`src/rtl/maga_cmd_tx.sv`:
```
// Command-frame transmitter toward the MAGA magnetometer.
// Sends {HEADER, CMD, ARG_HI, ARG_LO, CHK} byte-by-byte into the UART core
// using its TXRDY / active-low WEN handshake, gated by MAGA_READY.
// Aborts on device fault or on a per-byte handshake timeout.
module maga_cmd_tx #(
  parameter logic [7:0]  HEADER  = 8'hA5,
  parameter int unsigned SETTLE  = 2,        // 1..15
  parameter logic [15:0] TIMEOUT = 16'd50000
) (
  input  logic        CLK,
  input  logic        RESETN,
  input  logic        START,
  input  logic [7:0]  CMD,
  input  logic [15:0] ARG,
  input  logic        MAGA_READY,
  input  logic        MAGA_FLT,
  input  logic        TXrd,
  output logic [7:0]  TX,
  output logic        WEN,
  output logic        BUSY,
  output logic        DONE,
  output logic        ERR,
  output logic [1:0]  ERR_CODE
);

  localparam logic [3:0]  SettleLast  = 4'(SETTLE - 1);
  localparam logic [15:0] TimeoutLast = TIMEOUT - 16'd1;
  localparam logic [1:0]  CodeNone    = 2'b00;
  localparam logic [1:0]  CodeFault   = 2'b01;
  localparam logic [1:0]  CodeTimeout = 2'b10;

  typedef enum logic [2:0] {
    StIdle,
    StWaitRdy,
    StWrite,
    StSettle,
    StFinish
  } state_e;

  state_e      state_q;
  logic [2:0]  idx_q;
  logic [15:0] timer_q;
  logic [3:0]  settle_q;
  logic [7:0]  cmd_q;
  logic [15:0] arg_q;
  logic [7:0]  chk_q;
  logic [7:0]  tx_q;
  logic        wen_q;
  logic        busy_q;
  logic        done_q;
  logic        err_q;
  logic [1:0]  err_code_q;
  logic [7:0]  frame_byte;

  // Select the frame byte addressed by the current index.
  always_comb begin
    frame_byte = HEADER;
    case (idx_q)
      3'd0:    frame_byte = HEADER;
      3'd1:    frame_byte = cmd_q;
      3'd2:    frame_byte = arg_q[15:8];
      3'd3:    frame_byte = arg_q[7:0];
      default: frame_byte = chk_q;
    endcase
  end

  // Frame sequencer; all outputs are registered alongside the state so that
  // WEN is low exactly while the FSM sits in StWrite.
  always_ff @(posedge CLK or negedge RESETN) begin
    if (!RESETN) begin
      state_q    <= StIdle;
      idx_q      <= 3'd0;
      timer_q    <= 16'd0;
      settle_q   <= 4'd0;
      cmd_q      <= 8'h00;
      arg_q      <= 16'h0000;
      chk_q      <= 8'h00;
      tx_q       <= 8'h00;
      wen_q      <= 1'b1;
      busy_q     <= 1'b0;
      done_q     <= 1'b0;
      err_q      <= 1'b0;
      err_code_q <= CodeNone;
    end else begin
      // Pulses default to inactive; TX holds its last byte.
      wen_q  <= 1'b1;
      done_q <= 1'b0;
      err_q  <= 1'b0;
      case (state_q)
        StIdle: begin
          if (START) begin
            cmd_q      <= CMD;
            arg_q      <= ARG;
            chk_q      <= HEADER + CMD + ARG[15:8] + ARG[7:0];
            idx_q      <= 3'd0;
            timer_q    <= 16'd0;
            busy_q     <= 1'b1;
            err_code_q <= CodeNone;
            state_q    <= StWaitRdy;
          end
        end
        StWaitRdy: begin
          if (MAGA_FLT) begin
            err_q      <= 1'b1;
            err_code_q <= CodeFault;
            busy_q     <= 1'b0;
            state_q    <= StIdle;
          end else if (timer_q == TimeoutLast) begin
            err_q      <= 1'b1;
            err_code_q <= CodeTimeout;
            busy_q     <= 1'b0;
            state_q    <= StIdle;
          end else if (TXrd && MAGA_READY) begin
            wen_q   <= 1'b0;
            tx_q    <= frame_byte;
            state_q <= StWrite;
          end else begin
            timer_q <= timer_q + 16'd1;
          end
        end
        // The byte is already on the bus; a fault here is only seen in StSettle.
        StWrite: begin
          settle_q <= 4'd0;
          state_q  <= StSettle;
        end
        StSettle: begin
          if (MAGA_FLT) begin
            err_q      <= 1'b1;
            err_code_q <= CodeFault;
            busy_q     <= 1'b0;
            state_q    <= StIdle;
          end else if (settle_q == SettleLast) begin
            if (idx_q == 3'd4) begin
              done_q  <= 1'b1;
              busy_q  <= 1'b0;
              state_q <= StFinish;
            end else begin
              idx_q   <= idx_q + 3'd1;
              timer_q <= 16'd0;
              state_q <= StWaitRdy;
            end
          end else begin
            settle_q <= settle_q + 4'd1;
          end
        end
        StFinish: begin
          state_q <= StIdle;
        end
        default: begin
          state_q <= StIdle;
        end
      endcase
    end
  end

  assign TX       = tx_q;
  assign WEN      = wen_q;
  assign BUSY     = busy_q;
  assign DONE     = done_q;
  assign ERR      = err_q;
  assign ERR_CODE = err_code_q;

endmodule

```
`config.mk`:
```
export PLATFORM = sky130hd
export DESIGN_NAME = maga_cmd_tx
export DESIGN_NICKNAME = d
export VERILOG_FILES = /design/src/rtl/maga_cmd_tx.sv
export SDC_FILE = /design/constraint.sdc
export NUM_CORES = 1
export LEC_CHECK = 0
export ABC_AREA = 1
export CORE_UTILIZATION = 40
export CTS_CLUSTER_SIZE = 12
export DETAILED_ROUTE_END_ITERATION = 8
export GPL_TIMING_DRIVEN = 0
export SYNTH_ARGS = -nofsm -noshare
export SYNTH_HDL_FRONTEND = slang
export SYNTH_SLANG_ARGS = --single-unit
```
`constraint.sdc`:
```
create_clock -name CLK -period 4.2 [get_ports CLK]
set_input_delay 0.84 -clock CLK [delete_from_list [all_inputs] [get_ports CLK]]
set_output_delay 0.84 -clock CLK [all_outputs]
set_load 0.02 [all_outputs]
```
==> impl_results.md, run 1 <==
- Run status: completed
- Clock period minus worst slack: 3.21 ns
- Vias after detailed routing: 3589
- Primary FF master, synth: sky130_fd_sc_hd__dfrtp_1
- Kind of end point of the critical path: flop
- Achievable clock frequency: 312 MHz
- Final #Nets: 668
- Grt total ovfl: 0
- Number of cells on the worst reg-to-reg path: 7
- Overall fraction of global-route tracks in use: 0.186
- Hold Fails Final Rpt: 0
- Core footprint: 10300 um^2
- Number of iterations in the first detailed-routing pass: 4
- Ranking of synthesized cells by area: sky130_fd_sc_hd__dfrtp_1 42%, sky130_fd_sc_hd__nand2_1 17%, sky130_fd_sc_hd__inv_1 7.0%
- Number of distinct library cells after synthesis: 33
- Leakage power total: 2.46 nW
- Count of placed standard cells in the final layout, fillers left out: 747
- Final Cell Area: 5020 um^2
- CTS clk-pin slew, worst paths: 0.07 ns
- ANT cells: 0
- Top-count cell post-synth: sky130_fd_sc_hd__nand2_1
- Maximum capacitance violations: 0
- Die Area: 11000 um^2
- Sequential share of power: 0.410
- Cell at the root of the clock tree: sky130_fd_sc_hd__clkbuf_8
- Most frequent cells after synthesis: 193 x sky130_fd_sc_hd__nand2_1, 79 x sky130_fd_sc_hd__inv_1, 71 x sky130_fd_sc_hd__dfrtp_1
- Yosys warning total: 0
- WS Path Type: in2reg
- Routed wire length: 9510 um
- Crit path setup slack, layout: 0.991 ns
- Buffers on Ports: 43
- DRC violation count after routing: 0
- Per-instance average area after synthesis: 7.65 um^2
- Worst reg2reg setup slack: 2.13 ns
- Sinks on the clock net: 72
- Initial Utilization: 0.412
- Number of cells in the design after placement: 734
- # setup viols final: 0
- Normalized max-slew margin: 0.657
- Instance area at placement: 4860 um^2
- Count of cells resized by post-cts repair: 0
- Nature of the critical path startpoint: input port
- Power share of the combinational group: 0.404
- Placement Rows: 37
- Number of post-CTS setup repair buffers: 0
- Routed vias/inst: 4.80
- Max-slew violation count: 0
- Pre-CTS setup slack: 0.627 ns
- Post-DP HPWL: 7310 um
- Number of design-rule violations left by the first detailed-router iteration: 123
- Antenna-violating nets left: 0
- Vias in the first global route: 3506
- Average wire per standard cell: 12.7 um
- Die height: 105 um
- First-pass GRT wire length: 16000 um
- Net Sw Power: 1.02 mW
- Critical path launch point: CMD[1]
- Part of the total power dissipated in the clock network: 0.186
- Start of the worst register-to-register path: idx_q[2]
- Die Width: 105 um
- CTS tree: done
- Sequential cell area fraction in the yosys report: 0.425
- Required @ worst endpoint: 4.43 ns
- Ports placed on the boundary: 44
- Internal Pwr Total: 1.56 mW
- Setup repair after global routing missed its margin: no
- Clk_lat worst skew: 0.34 ns
- Nets in the synthesized netlist: 613
- Cell type with the largest total area after synthesis: sky130_fd_sc_hd__dfrtp_1
- Seq cells post-synth: 72
- Clock Skew: 0.0103 ns
- Filler cell count: 1065
- TritonCTS buffer count: 9
- Power density cells: 513 nW/um^2
- Worst-case clock buffer depth: 2
- Netlist Area Pre-Place: 4240 um^2
- Fraction of registers with async set/reset: 1.00
- Path class of the lowest-slack min-delay path: in2async
- Worst hold slack across all endpoints: 0.436 ns
- Post-Synthesis Cells: 554
- Share of cells above drive strength 1: 0.0556
- Switching Fraction: 0.395
- Peak ir drop on the vdd network: 195 uV
- Number of enable flip-flop cells after synthesis: 0
- Initial antenna violation count: 0
- Maximum fanout along the worst path: 3
- Depth of the CTS H-tree: 3
- Routability congestion estimate from global placement: 0.868
- Arrival time worst endpoint: 3.44 ns
- Number of buffers added to fix hold violations after cts: 0
- Period utilisation layout: 0.764
- Measured slew at the worst slew-check pin: 0.514 ns
- Largest net degree at the start of global routing: 42
- Share of the synthesized area in the top cell type: 0.419
- Critical R2R Capture: TX[4]
- Layout area overhead: 18.4%
worst max-delay path by stage:
stage | to
after global routing | chk_q[5]
after CTS | chk_q[5]
after detailed placement | chk_q[5]
after floorplan | chk_q[5]
final | chk_q[5]
after global placement | arg_q[7]
layer usage:
metal | up-vias | wire length, um | track usage | share of wire
li1 | 1847 | - | - | -
met3 | 12 | 341 | 0.0293 | 0.036
met4 | 0 | 152 | 0.0724 | 0.016
met1 | 1665 | 4420 | 0.229 | 0.46
met2 | 65 | 4600 | 0.325 | 0.48
met5 | - | 0 | 0 | 0
registers in the layout, summed over array words and instances (netlist names), 2 cells and up:
register  cells
ERR_CODE      2
TX            8
arg_q        16
chk_q         8
cmd_q         8
idx_q         3
settle_q      4
state_q       3
timer_q      16
metrics by stage:
step	TNS [ns]	total power [mW]	utilization
after global routing	0	2.78	0.488
final	0	2.57	0.488
after CTS	0	2.60	0.488
after detailed placement	0	2.12	0.472
after global placement	-21.77	2.09	0.471
after floorplan	0	1.74	-
critical path: stages:
cell	delay (ns)
sky130_fd_sc_hd__clkdlybuf4s50_1	0.48
sky130_fd_sc_hd__inv_1	0.06
sky130_fd_sc_hd__fa_1	0.53
sky130_fd_sc_hd__inv_1	0.06
sky130_fd_sc_hd__ha_1	0.29
sky130_fd_sc_hd__ha_1	0.25
sky130_fd_sc_hd__fa_1	0.45
sky130_fd_sc_hd__nand3_1	0.12
sky130_fd_sc_hd__nand3_1	0.09
sky130_fd_sc_hd__xnor2_1	0.19
sky130_fd_sc_hd__o21ai_1	0.07
layout make-up:
class,count,area (um^2),area share
flip-flops and latches,72,1800,0.359
well taps,136,170,0.0339
multi-input cells,391,2070,0.413
repair buffers,44,448,0.0893
clock inverters,1,5.00,0.000998
inverters,80,300,0.0599
plain buffers,11,61.3,0.0122
clock buffers,12,155,0.0309
cells in the final DEF, fill, tap and decap left out, types with 4 or more instances in the layout:
cell type	n
sky130_fd_sc_hd__nand4_1	11
sky130_fd_sc_hd__xor2_1	7
sky130_fd_sc_hd__ha_1	22
sky130_fd_sc_hd__o22ai_1	9
sky130_fd_sc_hd__clkbuf_8	11
sky130_fd_sc_hd__fa_1	7
sky130_fd_sc_hd__o21ai_1	8
sky130_fd_sc_hd__xnor2_1	6
sky130_fd_sc_hd__inv_1	79
sky130_fd_sc_hd__nor2_1	41
sky130_fd_sc_hd__dfrtp_1	71
sky130_fd_sc_hd__buf_2	4
sky130_fd_sc_hd__nand2_1	193
sky130_fd_sc_hd__nand3_1	21
sky130_fd_sc_hd__clkdlybuf4s50_1	42
sky130_fd_sc_hd__clkbuf_1	5
sky130_fd_sc_hd__o21ai_0	44
cells by family (layout without fill, tap and decap cells):
group           Yosys count  in the layout  share of synthesized area
compound gates           69             69                     0.0874
xor+xnor                 13             13                     0.0269
fa+ha+maj                29             29                     0.0980
buf+inv                  91            148                     0.0853
flops                    72             72                      0.425
mux                       1              1                    0.00236
simple gates            279            279                      0.275
power groups by stage:
| stage | registers, mW | clock network [mW] | logic [mW] |
|---|---|---|---|
| global route | 1.08 | 0.515 | 1.19 |
| detailed placement | 1.07 | 0 | 1.05 |
| global placement | 1.06 | 0 | 1.03 |
| CTS | 1.05 | 0.492 | 1.05 |
| floorplan | 1.09 | 0 | 0.653 |
| finish | 1.05 | 0.479 | 1.04 |
Note: power is estimated with default switching activity, not from simulation.
==> run 2, diff against run 1 <==
Clock period 4.2 ns to 3 ns, I/O delays scaled along.
==> run 2 against run 1 <==
Compared with the run above:
- non-clock buffer count stayed put
- design area is 0.20% higher
- global-route usage stayed put
- clock skew is 0.00096 ns lower
- clock power is 39% higher
- sequential share of layout area is 0.072 points lower
- largest power group unchanged
- highest routed layer unchanged
==> impl_results.md, run 2 (synthesis gave the netlist of run 1 again) <==
- Nature of the critical path startpoint: input port
- Combined area of the multi-input logic cells: 2080 um^2 (+0.48%)
- Initial Utilization: 0.412 (unchanged)
- Number of buffers added to fix hold violations after cts: 0 (unchanged)
- Die Area: 11000 um^2 (unchanged)
- Worst-case clock buffer depth: 2 (unchanged)
- Final #Nets: 668 (unchanged)
- Leading registers by flop count: arg_q (16), timer_q (16)
- CTS tree: done
- Buffers on Ports: 43 (unchanged)
- DRC violation count after routing: 0 (unchanged)
- TritonCTS buffer count: 9 (unchanged)
- Area used by sequential logic in the layout: 1800 um^2 (unchanged)
- Pre-CTS setup slack: -0.333 ns (-0.960 ns)
- WS Path Type: in2reg
- Count of cells resized by post-cts repair: 0 (unchanged)
- Count of placed standard cells in the final layout, fillers left out: 747 (unchanged)
- Placement Rows: 37 (unchanged)
- Post-layout total power: 3.61 mW (+40%)
- Filler cell count: 1064 (-0.094%)
- Depth of the CTS H-tree: 3 (unchanged)
- Kind of end point of the critical path: flop
- Post-DP HPWL: 7310 um (unchanged)
- Required @ worst endpoint: 3.23 ns (-1.20 ns)
- Clock period minus worst slack: 2.88 ns
- Path class of the lowest-slack min-delay path: in2async
- Setup repair after global routing missed its margin: no
- Measured slew at the worst slew-check pin: 0.506 ns (-0.00765 ns)
- Run status: completed
- Overall fraction of global-route tracks in use: 0.186 (unchanged)
- Number of iterations in the first detailed-routing pass: 4 (unchanged)
- Number of cells on the worst reg-to-reg path: 7 (unchanged)
- Sinks on the clock net: 72 (unchanged)
- Arrival time worst endpoint: 3.11 ns (-0.33 ns)
- Clk_lat worst skew: 0.34 ns (about the same)
- Commonest non-fill, non-tap cell in the layout: sky130_fd_sc_hd__nand2_1
- Maximum fanout along the worst path: 3 (unchanged)
- Share of cells above drive strength 1: 0.0589 (+0.00327)
- Vias after detailed routing: 3589 (unchanged)
- Power density cells: 718 nW/um^2 (+40%)
- Die Width: 105 um (unchanged)
- Initial antenna violation count: 0 (unchanged)
- Ports placed on the boundary: 44 (unchanged)
- Max-slew violation count: 0 (unchanged)
- First-pass GRT wire length: 16000 um (unchanged)
- Highest-count cells in the layout ignoring fill and taps: 193 x sky130_fd_sc_hd__nand2_1, 79 x sky130_fd_sc_hd__inv_1, 71 x sky130_fd_sc_hd__dfrtp_1
- Grt total ovfl: 0 (unchanged)
- Start of the worst register-to-register path: idx_q[2]
- Routability congestion estimate from global placement: 0.868 (unchanged)
- Peak ir drop on the vdd network: 273 uV (+40%)
- Number of post-CTS setup repair buffers: 0 (unchanged)
- Clock Skew: 0.00939 ns (-0.000956 ns)
- Cell at the root of the clock tree: sky130_fd_sc_hd__clkbuf_8
- CTS clk-pin slew, worst paths: 0.07 ns (about the same)
- Number of cells in the design after placement: 734 (unchanged)
- Die height: 105 um (unchanged)
- Critical R2R Capture: TX[4]
- Crit path setup slack, layout: 0.121 ns (-0.870 ns)
- Antenna-violating nets left: 0 (unchanged)
- Vias in the first global route: 3506 (unchanged)
- Worst reg2reg setup slack: 0.95 ns (-1.18 ns)
- Leakage power total: 2.46 nW (+0.16%)
- Number of design-rule violations left by the first detailed-router iteration: 115 (-6.5%)
- Hold Fails Final Rpt: 0 (unchanged)
- ANT cells: 0 (unchanged)
- Routed wire length: 9510 um (about the same)
- Average wire per standard cell: 12.7 um (about the same)
- Layout area overhead: 18.6%
- Period utilisation layout: 0.960
- Maximum capacitance violations: 0 (unchanged)
- Core footprint: 10300 um^2 (unchanged)
- Achievable clock frequency: 347 MHz
- Largest net degree at the start of global routing: 42 (unchanged)
- # setup viols final: 0 (unchanged)
- Normalized max-slew margin: 0.662 (+0.00510)
- Routed vias/inst: 4.80 (unchanged)
-- run 2: cell counts in the layout (fill, tap and decap cells not counted) --
Identical to the previous run, type by type.
-- run 2: final cells by class --
cell class,count,share of cell area
clock inverter,1,0.000996
timing repair buffer,44,0.0891
clock buffer,12,0.0309
multi-input combinational,391,0.414
sequential,72,0.359
buffer,11,0.0122
inverter,80,0.0597
tap,136,0.0339
-- run 2: where the power goes --
group / internal, mW / leakage [nW] / switching [mW]
Clock: 0.331 / 0.0842 / 0.337
Sequential: 1.29 / 0.932 / 0.186
Combinational: 0.565 / 1.45 / 0.900
-- run 2: worst max-delay path, cell delays in order --
cell and delay [ns]:
sky130_fd_sc_hd__clkdlybuf4s50_1 0.48, sky130_fd_sc_hd__inv_1 0.06, sky130_fd_sc_hd__fa_1 0.53, sky130_fd_sc_hd__inv_1 0.06
sky130_fd_sc_hd__ha_1 0.30, sky130_fd_sc_hd__ha_1 0.25, sky130_fd_sc_hd__fa_2 0.39, sky130_fd_sc_hd__nand3_1 0.10
sky130_fd_sc_hd__nand3_1 0.11, sky130_fd_sc_hd__xnor2_2 0.15, sky130_fd_sc_hd__o21ai_1 0.07
-- run 2: worst max path at each step --
stage / slack, ns / from / to / cells past startpoint
6_report: 0.12 / CMD[1] / chk_q[5] / 11
5_1_grt: 0.007 / CMD[1] / chk_q[7] / 13
4_1_cts: 0.03 / CMD[1] / chk_q[5] / 11
3_5_place_dp: -0.33 / CMD[1] / chk_q[5] / 11
3_3_place_gp: -1.27 / RESETN / arg_q[7] / 1
2_1_floorplan: 0.40 / CMD[1] / chk_q[5] / 10
-- run 2: stage by stage --
step / TNS, ns / area, um^2 / util / hold WS, ns
floorplan: 0 / 4240 / - / 0.304
global placement: -91.18 / 4840 / 0.471 / 0.450
detailed placement: -1.02 / 4860 / 0.472 / 0.455
CTS: 0 / 5020 / 0.488 / 0.206
global route: 0 / 5030 / 0.489 / 0.215
finish: 0 / 5030 / 0.489 / 0.194
-- run 2: per-layer routing --
metal  wire (um)  vias up  global-route usage
li1            -     1846                   -
met5           0        -                   0
met1        4420     1666               0.229
met3         349       12              0.0293
met2        4590       65               0.325
met4         156        0              0.0724
